**src/rtl/req_onehot_arbiter.sv**
```systemverilog
// req_onehot_arbiter: 8-channel request capture with a registered one-hot grant and 3-bit code under valid/ready.
// ARB_ROUND_ROBIN_EN selects pointer-based round-robin; undefined gives fixed priority (7 highest).
module req_onehot_arbiter (
    input  logic       clk,
    input  logic       rst_n,
    input  logic [7:0] req,
    input  logic       ready,
    output logic       valid,
    output logic [7:0] grant,
    output logic [2:0] code,
    output logic       busy
);
    typedef enum logic {IDLE, OFFER} state_t;
    state_t     state_q, state_d;
    logic [7:0] pending_q, pending_d, grant_q, grant_d, clr;
    logic [2:0] code_q, code_d, sel;
    logic       valid_q, valid_d;
`ifdef ARB_ROUND_ROBIN_EN
    logic [2:0] ptr_q, ptr_d, idx;
    // Walk downward so the set bit nearest to ptr is the last to land in sel.
    always_comb begin
        sel = '0;
        idx = '0;
        for (int i = 7; i >= 0; i--) begin
            idx = ptr_q + 3'(i);
            if (pending_q[idx]) sel = idx;
        end
    end
`else
    always_comb begin
        sel = '0;
        for (int i = 0; i < 8; i++)
            if (pending_q[i]) sel = 3'(i);
    end
`endif
    always_comb begin
        clr       = (valid_q && ready) ? grant_q : '0;
        pending_d = (pending_q & ~clr) | req;
        state_d   = state_q;
        valid_d   = valid_q;
        grant_d   = grant_q;
        code_d    = code_q;
`ifdef ARB_ROUND_ROBIN_EN
        ptr_d     = ptr_q;
`endif
        if (state_q == IDLE && pending_q != '0) begin
            state_d = OFFER;
            valid_d = 1'b1;
            grant_d = 8'b1 << sel;
            code_d  = sel;
        end else if (state_q == OFFER && ready) begin
            state_d = IDLE;
            valid_d = 1'b0;
            grant_d = '0;
            code_d  = '0;
`ifdef ARB_ROUND_ROBIN_EN
            ptr_d   = code_q + 3'd1;
`endif
        end
    end
    always_ff @(posedge clk or negedge rst_n) begin
        if (!rst_n) begin
            state_q   <= IDLE;
            pending_q <= '0;
            valid_q   <= 1'b0;
            grant_q   <= '0;
            code_q    <= '0;
`ifdef ARB_ROUND_ROBIN_EN
            ptr_q     <= '0;
`endif
        end else begin
            state_q   <= state_d;
            pending_q <= pending_d;
            valid_q   <= valid_d;
            grant_q   <= grant_d;
            code_q    <= code_d;
`ifdef ARB_ROUND_ROBIN_EN
            ptr_q     <= ptr_d;
`endif
        end
    end
    assign valid = valid_q;
    assign grant = grant_q;
    assign code  = code_q;
    assign busy  = |pending_q;
endmodule

```
**config.mk**
```make
export PLATFORM = sky130hd
export DESIGN_NAME = req_onehot_arbiter
export DESIGN_NICKNAME = d
export VERILOG_FILES = /design/src/rtl/req_onehot_arbiter.sv
export SDC_FILE = /design/constraint.sdc
export NUM_CORES = 1
export LEC_CHECK = 0
export BUFFER_PORTS_ARGS = -buffer_cell sky130_fd_sc_hd__buf_4
export CORE_ASPECT_RATIO = 1.2
export CORE_MARGIN = 3
export CORE_UTILIZATION = 25
export DETAILED_ROUTE_END_ITERATION = 6
export PLACE_DENSITY = 0.45
export SLEW_MARGIN = 10
export SYNTH_ARGS = -nofsm -noshare
export SYNTH_HDL_FRONTEND = slang
export SYNTH_SLANG_ARGS = --single-unit
```
**constraint.sdc**
```tcl
create_clock -name clk -period 1.8 [get_ports clk]
set_input_delay 0.09 -clock clk [delete_from_list [all_inputs] [get_ports clk]]
set_output_delay 0.09 -clock clk [all_outputs]
set_load 0.05 [all_outputs]
```
# ---- Word-level counts from Yosys, hierarchy flattened
# Cells that the tools add are included.
dict set report op_classes {
  n_mux 14
  n_reduce_logical 5
  n_shift 1
  bitwise_logic 4
}
# operator count
set ops {}
lappend ops {{$mux W8} 3}
lappend ops {{$mux W3} 6}
lappend ops {{$and A8 B8 Y8} 1}
lappend ops {{$not A8 Y8} 1}
lappend ops {{$or A8 B8 Y8} 1}
lappend ops {{$reduce_bool A8 Y1} 1}
lappend ops {{$reduce_or A8 Y1} 1}
lappend ops {{$shl A1 B3 Y8 const A} 1}
lappend ops {{$mux W2} 2}
lappend ops {{$mux W1} 3}
lappend ops {{$logic_and A1 B1 Y1} 2}
lappend ops {{$reduce_bool A2 Y1} 1}
lappend ops {{$not A1 Y1} 1}
dict set report word_totals {
  input_bits 11
  word_cells 28
  regBits 20
}

# ---- Logic depth before layout (Yosys ltp)
dict set report depth {
  word_depth 9
  mapped_depth 5
}

# ---- Least setup slack after synthesis
# No wires, ideal clock.
dict set report synth_path {
  kind {register to output}
  from {register pending_q[5]}
  to {output busy}
  t_arrival_ns 1.530
  stages_incl_launch_ff 4
  n_path_buf 0
  slack_ns 0.180
  cell_sequence {dfrtp_1 > or4_4 > nor4_4 > inv_1}
}
dict set report synth_between {
  elab_chain_len 1
}
# element line_no
set synth_lines {}
lappend synth_lines {{start: declaration} 15} ;# logic [7:0] pending_q, pending_d, grant_q, grant_d, clr;
lappend synth_lines {{start signal: assignment} 73} ;# pending_q <= pending_d;
lappend synth_lines {{$reduce_or A8 Y1} 85} ;# assign busy = |pending_q;
lappend synth_lines {{end: declaration} 11} ;# output logic busy
# Every way passes these cells.

# ---- Final worst setup path
# Same ends and word-level chain as after synthesis.

==> flow_results.xml <==
<?xml version="1.0" encoding="UTF-8"?>
<metrics>
  <group name="flow_run">
    <metric name="maxCapViolCount" unit="">0</metric>
  </group>
  <group name="placement">
    <metric name="numPlacedInstances" unit="">153</metric>
    <metric name="dp_slack" unit="ns">0.189</metric>
    <metric name="io_buffers" unit="">23</metric>
    <metric name="globalplace.congestion" unit="">0.672</metric>
    <metric name="dpl.hpwl" unit="um">1790</metric>
    <metric name="postPlaceCellArea" unit="um^2">1180</metric>
  </group>
  <group name="min_path">
    <metric name="hold_wc_startpoint" unit="">req[7]</metric>
    <metric name="endpoint_with_the_worst_hold_slack" unit="">pending_q[7]</metric>
    <metric name="timing.hold.worst_path_depth" unit="">2</metric>
    <metric name="hold_path.class" unit="">primary input to flop</metric>
  </group>
  <group name="timing">
    <metric name="fmax" unit="MHz">568</metric>
    <metric name="report.final.slew_viol_count" unit="">0</metric>
    <metric name="post-route-worst-setup-slack" unit="ns">0.0380</metric>
    <metric name="whs" unit="ns">0.00127</metric>
    <metric name="finalClockSkew" unit="ns">0.00413</metric>
    <metric name="grt_setup_unrepaired" unit="">yes</metric>
    <metric name="layout_min_cycle_time" unit="ns">1.76</metric>
    <metric name="worstMarginPinSlew" unit="ns">0.529</metric>
    <metric name="hold_viol" unit="">0</metric>
    <metric name="setup_violations" unit="">0</metric>
    <metric name="finalCritPeriodShare" unit="">0.979</metric>
    <metric name="tns_setup" unit="ns">0</metric>
    <metric name="slew_headroom" unit="">0.644</metric>
  </group>
  <group name="synth">
    <metric name="syn-instance-count" unit="">89</metric>
    <metric name="synth.yosys.warnings" unit="">0</metric>
    <metric name="synth_area" unit="um^2">923</metric>
    <metric name="postSynthRegisterBits" unit="">20</metric>
    <metric name="synth.avg_cell_area" unit="um^2">10.4</metric>
    <metric name="number_of_synthesized_flops_with_an_enable_pin" unit="">0</metric>
    <metric name="synth_async_sr_flop_share" unit="">1.00</metric>
    <metric name="synthesis.nets" unit="">100</metric>
    <metric name="synth.distinct_cells" unit="">26</metric>
    <metric name="synth_seq_area_share" unit="">0.542</metric>
    <metric name="ys_dominant_reg_cell" unit="">dfrtp_1</metric>
  </group>
  <group name="floorplanning">
    <metric name="placement_rows" unit="">23</metric>
    <metric name="start_util" unit="">0.267</metric>
    <metric name="io_pins" unit="">24</metric>
    <metric name="chipWidth" unit="um">61.5</metric>
    <metric name="core" unit="um^2">3450</metric>
    <metric name="die-height" unit="um">72.6</metric>
    <metric name="design.die.area" unit="um^2">4460</metric>
  </group>
  <group name="global_route">
    <metric name="antenna_found_initial" unit="">0</metric>
    <metric name="global_route_wire_length_before_repair" unit="um">4030</metric>
    <metric name="grt_util_all_layers" unit="">0.118</metric>
    <metric name="overflow" unit="">0</metric>
    <metric name="grt_max_degree" unit="">21</metric>
    <metric name="grt_pass1_vias" unit="">837</metric>
  </group>
  <group name="pwr">
    <metric name="total_leakage_power" unit="nW">0.572</metric>
    <metric name="fin_total_pwr" unit="mW">1.00</metric>
    <metric name="max-vdd-ir-drop" unit="V">0.000249</metric>
    <metric name="power.density" unit="nW/um^2">792</metric>
  </group>
  <group name="worst_setup_path">
    <metric name="cp-start-kind" unit="">flop</metric>
    <metric name="critPathBufInv" unit="">3</metric>
    <metric name="ff2ff_path_depth" unit="">4</metric>
    <metric name="worst-endpoint-required" unit="ns">1.71</metric>
    <metric name="cell_family_with_most_cp_delay" unit="">simple AND/OR/NAND/NOR gates</metric>
    <metric name="worst_flop_to_flop_path_endpoint" unit="">grant[0]</metric>
    <metric name="data_arrival_critical_path" unit="ns">1.67</metric>
    <metric name="critical_path_class" unit="">flop to output pin</metric>
    <metric name="regToRegSetupSlack" unit="ns">0.08</metric>
    <metric name="cpMaxStageDelayCell" unit="">or4_4</metric>
    <metric name="maximum_cell_stage_delay_along_the_critical_path" unit="ns">0.56</metric>
    <metric name="critical_path_peak_fanout" unit="">2</metric>
    <metric name="sequence_of_cells_on_the_critical_path" unit="">or4_4 &gt; nor4_4 &gt; buf_4 &gt; inv_2 &gt; buf_6</metric>
    <metric name="critPathCaptureType" unit="">output pin</metric>
    <metric name="reg2reg_launch_point" unit="">pending_q[5]</metric>
  </group>
  <group name="detailed_routing">
    <metric name="wirelength" unit="um">2390</metric>
    <metric name="drt.antenna.violating_nets" unit="">0</metric>
    <metric name="drt-vias-per-instance" unit="">4.97</metric>
    <metric name="route.detailed.drc" unit="">0</metric>
    <metric name="routed-via-count" unit="">795</metric>
    <metric name="drt_iter0_drc" unit="">17</metric>
    <metric name="wire_per_inst" unit="um">15.0</metric>
    <metric name="detailedRoute.firstPassIterationCount" unit="">4</metric>
  </group>
  <group name="cells_and_area">
    <metric name="nNetsFinal" unit="">135</metric>
    <metric name="post_layout_nonfiller_instances" unit="">160</metric>
    <metric name="antennaDiodeCount" unit="">0</metric>
    <metric name="area.growth.synth_to_final" unit="%">37.3</metric>
    <metric name="fin_area" unit="um^2">1270</metric>
    <metric name="final_util" unit="">0.367</metric>
    <metric name="drive_gt1_frac" unit="">0.341</metric>
  </group>
  <group name="clock_network">
    <metric name="clk_latency" unit="ns">0.26</metric>
    <metric name="tritoncts_clock_tree" unit="">done</metric>
    <metric name="cts_inserted_buffers" unit="">3</metric>
    <metric name="cts.sink_count" unit="">20</metric>
    <metric name="cts_htree_levels" unit="">1</metric>
    <metric name="clk_transition_reported_paths" unit="ns">0.08</metric>
    <metric name="cts_buffer_depth" unit="">2</metric>
    <metric name="clock_root_buffer" unit="">clkbuf_8</metric>
  </group>
  <group name="outcome">
    <metric name="status" unit="">finished clean</metric>
  </group>
</metrics>
[registers in the layout, summed over array words and instances, names as in the netlist]
register,count
state_q,1
code,3
grant,8
pending_q,8
[how the worst max path moves through the flow]
stage                         end  cells after the start          from
after global placement    code[0]                      5  pending_q[5]
after global routing         busy                      5  pending_q[5]
after floorplan              busy                      3  pending_q[5]
final                        busy                      5  pending_q[5]
after CTS                    busy                      5  pending_q[6]
after detailed placement  code[0]                      5  pending_q[5]
[layout by cell type (no fill, tap or decap)]
cell and count:
buf_4 31, or4_4 1, inv_1 4, o21a_1 1
a21o_1 8, o31ai_1 2, a32o_1 2, clkbuf_8 4
a21oi_1 7, nor2_1 5, inv_2 1, a21o_2 2
a2bb2oi_1 1, or2_2 1, nor3_1 1, o2bb2ai_1 2
dfrtp_1 20, dlygate4sd3_1 1, nand2b_1 1, nand3b_1 3
or4_1 1, nand2_1 10, a22o_1 1, a32oi_1 1
a221oi_1 1, nor4_4 1, buf_6 1, and2_1 1
nor2b_1 2, o21ai_0 6
[per-layer routing]
layer,part of all wire,vias to the layer above,global-route usage
li1,-,389,-
met1,0.47,392,0.169
met2,0.49,14,0.185
met3,0.037,0,0.0212
met4,0,0,0.0212
met5,0,-,0
[worst register-to-register path, cell delays in order, from the launching register on]
cell and delay [ns]:
dfrtp_1 0.39, or4_4 0.56, buf_4 0.16, or4_1 0.40, o2bb2ai_1 0.14
[Yosys cell counts (3+ instances only)]
cell      instances  area, um^2
a21o_1            8        60.1
a21oi_1           7        35.0
clkbuf_1          3        11.3
dfrtp_1          20         500
inv_1             5        18.8
nand2_1          10        37.5
nand3b_1          3        22.5
nor2_1            5        18.8
o21ai_0           6        30.0
[power breakdown]
| group | switching (mW) | internal (mW) |
|---|---|---|
| clock network | 0.160 | 0.195 |
| registers | 0.0174 | 0.467 |
| logic | 0.103 | 0.0610 |
[final cells by class]
| cell class | instances | area, um^2 |
|---|---|---|
| well taps | 37 | 46.3 |
| repair buffers | 33 | 254 |
| fillers | 369 | 2190 |
| flip-flops and latches | 20 | 500 |
| clock buffers | 4 | 55.1 |
| inverters | 5 | 18.8 |
| multi-input cells | 61 | 393 |
[kinds of logic after synthesis]
| logic type | Yosys count | synth area share |
|---|---|---|
| compound gates | 34 | 0.257 |
| flops | 20 | 0.542 |
| buf+inv | 8 | 0.0325 |
| simple gates | 27 | 0.168 |
[timing repair]
| action | in CTS | in global routing |
|---|---|---|
| setup endpoints to repair | 1 | 1 |
| buffers inserted | 2 | 0 |
| pin swaps | 1 | 1 |
| endpoints found under the hold margin | 20 | 0 |
| hold buffers | 1 | 0 |
| resized for setup | 1 | 1 |
(Power assumes the default switching activity.)
